**config.mk**
```make
export PLATFORM = sky130hd
export DESIGN_NAME = t02_btn_event_queue
export DESIGN_NICKNAME = d
export VERILOG_FILES = /design/src/rtl/t02_btn_event_queue.sv
export SDC_FILE = /design/constraint.sdc
export NUM_CORES = 1
export LEC_CHECK = 0
export ABC_AREA = 1
export ABC_CLOCK_PERIOD_IN_PS = 2240
export CAP_MARGIN = 20
export CORE_MARGIN = 2
export CORE_UTILIZATION = 40
export CTS_CLUSTER_DIAMETER = 200
export DETAILED_ROUTE_END_ITERATION = 8
export GPL_ROUTABILITY_DRIVEN = 1
export PLACE_DENSITY_LB_ADDON = 0.1
export SLEW_MARGIN = 10
export SYNTH_ARGS = -nofsm -noshare
export SYNTH_HDL_FRONTEND = slang
export SYNTH_SLANG_ARGS = --single-unit
```
**constraint.sdc**
```tcl
create_clock -name clk -period 2.24 [get_ports clk]
set_input_delay 0.448 -clock clk [delete_from_list [all_inputs] [get_ports clk]]
set_output_delay 0.448 -clock clk [all_outputs]
set_load 0.005 [all_outputs]
```
**src/rtl/t02_btn_event_queue.sv**
```systemverilog
// Button press event queue.
// Turns one-cycle press pulses from a bank of debouncers into button-index
// events held in a small first-word-fall-through FIFO. Each button owns a
// one-deep pending slot; a press that arrives while that button's previous
// press is still pending (and not leaving this cycle) is lost and raises a
// sticky overflow flag.
//
// Consumer handshake: evt_valid is the valid and rd_en is the ready. An
// entry is popped on a rising clk edge where evt_valid && rd_en; evt_code
// and evt_count are stable between edges. rd_en while evt_valid is low is
// ignored.
module t02_btn_event_queue #(
    parameter int NUM_BTN = 8,
    parameter int DEPTH   = 4,
    parameter int CODE_W  = 3,
    parameter int CNT_W   = 3
) (
    input  logic               clk,
    input  logic               nrst,
    input  logic [NUM_BTN-1:0] btn_pulse,
    input  logic               rd_en,
    input  logic               clr_ovf,
    output logic               evt_valid,
    output logic [CODE_W-1:0]  evt_code,
    output logic [CNT_W-1:0]   evt_count,
    output logic               overflow
);

    localparam int PTR_W = (DEPTH > 1) ? $clog2(DEPTH) : 1;

    logic [NUM_BTN-1:0] pending;
    logic [NUM_BTN-1:0] push_mask;
    logic [CODE_W-1:0]  sel;
    logic [PTR_W-1:0]   rd_ptr;
    logic [PTR_W-1:0]   wr_ptr;
    logic [CNT_W-1:0]   count;
    logic [CODE_W-1:0]  mem [DEPTH];
    logic               push;
    logic               pop;
    logic               lost;

    // Priority encoder: lowest-index pending button goes first.
    always_comb begin
        sel = '0;
        for (int i = NUM_BTN - 1; i >= 0; i--) begin
            if (pending[i]) sel = CODE_W'(i);
        end
    end

    // Push/pop decisions and lost-press detection. A full FIFO can still
    // accept a push when the head leaves in the same cycle.
    always_comb begin
        pop       = rd_en && (count != '0);
        push      = (|pending) && ((count < CNT_W'(DEPTH)) || pop);
        push_mask = push ? (NUM_BTN'(1) << sel) : '0;
        lost      = |(btn_pulse & pending & ~push_mask);
    end

    // Pending slots, pointers, occupancy and the sticky overflow flag.
    always_ff @(posedge clk or negedge nrst) begin
        if (!nrst) begin
            pending  <= '0;
            rd_ptr   <= '0;
            wr_ptr   <= '0;
            count    <= '0;
            overflow <= 1'b0;
        end else begin
            pending <= (pending & ~push_mask) | btn_pulse;
            if (push) wr_ptr <= wr_ptr + PTR_W'(1);
            if (pop)  rd_ptr <= rd_ptr + PTR_W'(1);
            count <= count + CNT_W'(push) - CNT_W'(pop);
            // Setting wins over clearing so a loss is never hidden.
            if (lost)         overflow <= 1'b1;
            else if (clr_ovf) overflow <= 1'b0;
        end
    end

    // FIFO storage; contents after reset are don't-care, so no reset here.
    always_ff @(posedge clk) begin
        if (push) mem[wr_ptr] <= sel;
    end

    // First-word-fall-through view of the head entry.
    always_comb begin
        evt_valid = (count != '0);
        evt_code  = evt_valid ? mem[rd_ptr] : '0;
        evt_count = count;
    end

endmodule

```
==> results.md <==
* Cell chain of the critical path: nor2_1 > nor2_1 > o21ai_0 > a21oi_1 > clkdlybuf4s50_1
* Synth Instances at 162
* Total Nets Final at about 210
* Vias in the first global route at 1,064
* Area Growth Syn to Fin at 24.1%
* CTS tree: yes
* Global Route Usage Sum at 15.1%
* Synth Cell Area at 0.00145 sq mm
* Yosys warning count at 0
* Status: completed
* Final Core Density at between 50% and 60%
* Core Area at 0.00342 sq mm
* Total power at approximately 1.9 mW
* Sink Count at 28
* DRC at 0
* Io pins at 20
* Via count at 1,063
* CP most frequent cell: nor2_1
* Routed WL at roughly 2700 microns
* Worst path max stage delay at approximately 0.52 ns
* R2r startpoint: pending[4]
* Layout cells sized above 1 at 14.3%
* Root buffer cell: clkbuf_4
* Clk slew on worst S/H paths at 0.16 ns
* Final Instance Area at 0.00179 sq mm
* # diodes at 0
* Synth cell types at 23
* Die height at 64.1 microns
* Avg Synthesized Cell Area at 8.92 sq um
* Global-route wire length before repair at 4810 microns
* Longest Clk Path Bufs at 2
* Antenna violations before repair at 0
* Die area at 0.00411 sq mm
* Die Width at 64.1 microns
* Port buffer count at 19
* Pre-antenna DRT Iters at 4
* Max Clock Skew at 0.00424 ns
* Worst-margin pin slew at approximately 0.33 ns
* Setup violators final at 0
* Initial Util at 42.3%
* Critical path arrival at 1.71 ns
* EDFF count, synth at 12
* Yosys reg bits at 28
* Grt ovf at 0
* Slowest-stage cell, CP: clkdlybuf4s50_1
* Post-synthesis async set-or-reset flop share at 57.1%
* CP endpoint kind: output pin
* Max_slew headroom at 77.7%
* Worst Hold Class: input port to async pin
* Setup CP Type: flop to output pin
* Pwr Density at 1070 mW/mm^2
* RSZ-0062 raised after global routing: yes
* RePlAce Congestion at 0.750
* TritonCTS buffer count at 3
* Row cnt at 21
* Fin. max-slew vios at 0
* Most used DFF post-synth: dfrtp_1
* Maxcap violations at 0
* H-tree levels at 1
* Wire per inst at 11.5 microns
* Final ANT Viol Nets at 0
* WP data required at 1.79 ns
* HPWL Detailed at 2090 microns
* Crit-path max FO at 8
* Post-Place Cell Area at 0.00172 sq mm
* Mapped Nets at around 180
* Seq/Total Area, Yosys at 52.6%
* Worst-Skew Late Latency at roughly 0.33 ns
* Tcrit/Tclk final at 96.4%
* Flop2flop setup slack at 0.27 ns
* Worst Hold Slack at 0.421 ns
* Fillers at 338
* Via density at 4.52
* Initial DRC Count at 37
* F_max at 463 MHz
* CP startpoint: rd_ptr[0]
* Startpoint Class: flop
* Final Critical Period at 2.16 ns
* Static Leakage at approximately 0.85 nW
* Fin worst setup slack at between 0.08 and 0.09 ns
* Largest net degree at the start of global routing at 17
* Maximum VDD drop at 0.581 mV
* DP Worst Slack at -0.0135 ns
* Final Hold Viols at 0
==> stage by stage <==
step | std cells | setup TNS [ns]
finish | 235 | 0
global placement | 230 | 0
floorplan | 162 | 0
CTS | 234 | 0
global route | 235 | -0.0585
detailed placement | 230 | -0.0225
==> synth_stat cells, types with 5 or more instances <==
cell type	count	area, sq um
nor2_2	5	31.3
nand2_1	28	105
dfrtp_1	16	400
inv_1	28	105
nor2_1	24	90.1
edfxtp_1	12	360
a21o_1	5	37.5
a21oi_1	6	30.0
ha_1	6	75.1
nand3_1	8	40.0
o21ai_0	7	35.0
==> area by class of cell <==
type | instances | area, sq um | share of cell area (%)
sequential | 28 | 763 | 42.6
multi-input combinational | 103 | 571 | 31.8
clock inverter | 1 | 30.0 | 1.67
inverter | 30 | 116 | 6.49
timing repair buffer | 24 | 233 | 13.0
tap | 46 | 57.6 | 3.21
clock buffer | 3 | 22.5 | 1.26
==> repair_timing <==
action	CTS	global route
hold buffers	0	0
pin swaps	0	1
buffers inserted	0	1
endpoints found under the setup margin	3	4
resized for setup	2	5
==> critical path, delay by kind of cell (launching register included) <==
kind | cells | cell delay (ns)
AO/OA/AOI/OAI | 2 | 0.23
flip-flops | 1 | 0.50
AND/OR/NAND/NOR | 2 | 0.14
buffers and inverters | 1 | 0.52
==> worst paths after layout <==
kind                       depth (start not counted)           end
max                                                5   evt_code[1]
max in group asynchronous                          2     rd_ptr[0]
min in group clk                                   1    pending[3]
min reg2reg                                        1    pending[3]
max reg2reg                                        9  evt_count[2]
min                                                2    pending[6]
==> registers in the layout (all words and copies together) (netlist names) <==
signal	count
evt_count	3
pending	8
overflow	1
mem	12
rd_ptr	2
wr_ptr	2
==> report_power, final <==
group | switching [mW] | total (mW) | leakage (nW) | internal (mW)
Sequential | 0.118 | 0.826 | 0.275 | 0.709
Combinational | 0.364 | 0.748 | 0.546 | 0.384
Clock | 0.155 | 0.336 | 0.0279 | 0.181
Total | 0.637 | 1.91 | 0.849 | 1.27
==> per-layer routing <==
metal	routed length, microns	up-vias	GRT usage (%)
li1	-	562	-
met1	1360	480	20.6
met2	1250	19	24.7
met3	76	2	2.11
met4	19	0	4.79
met5	0	-	0
==> kinds of logic after synthesis <==
| logic type | count (synthesis) | synth area share [%] |
|---|---|---|
| xor+xnor | 4 | 2.42 |
| buf+inv | 31 | 8.22 |
| compound gates | 21 | 8.92 |
| simple gates | 71 | 21.2 |
| fa+ha+maj | 7 | 6.58 |
| flops | 28 | 52.6 |
==> placed cells by master, fill, tap and decap left out <==
master / netlist / routed
a21oi_1: 6 / 6
a21o_1: 5 / 5
bufinv_16: 0 / 1
buf_4: 0 / 5
nor3_2: 0 / 1
a21o_2: 2 / 2
nor2_2: 5 / 5
nand3_2: 1 / 1
nor2_1: 24 / 24
nand3_1: 8 / 8
edfxtp_1: 12 / 12
dfrtp_1: 16 / 14
nand2_2: 2 / 2
nor3_1: 2 / 1
xor2_1: 2 / 2
xnor2_1: 2 / 2
clkdlybuf4s50_1: 0 / 17
and2_2: 1 / 1
inv_2: 1 / 1
fa_1: 1 / 1
clkinv_2: 1 / 1
o21ai_2: 1 / 1
nand2_1: 28 / 28
dlymetal6s2s_1: 0 / 2
dfrtp_2: 0 / 2
inv_4: 0 / 1
ha_1: 6 / 6
clkbuf_4: 0 / 3
o21ai_0: 7 / 7
inv_1: 28 / 27
(Power assumes the default switching activity.)
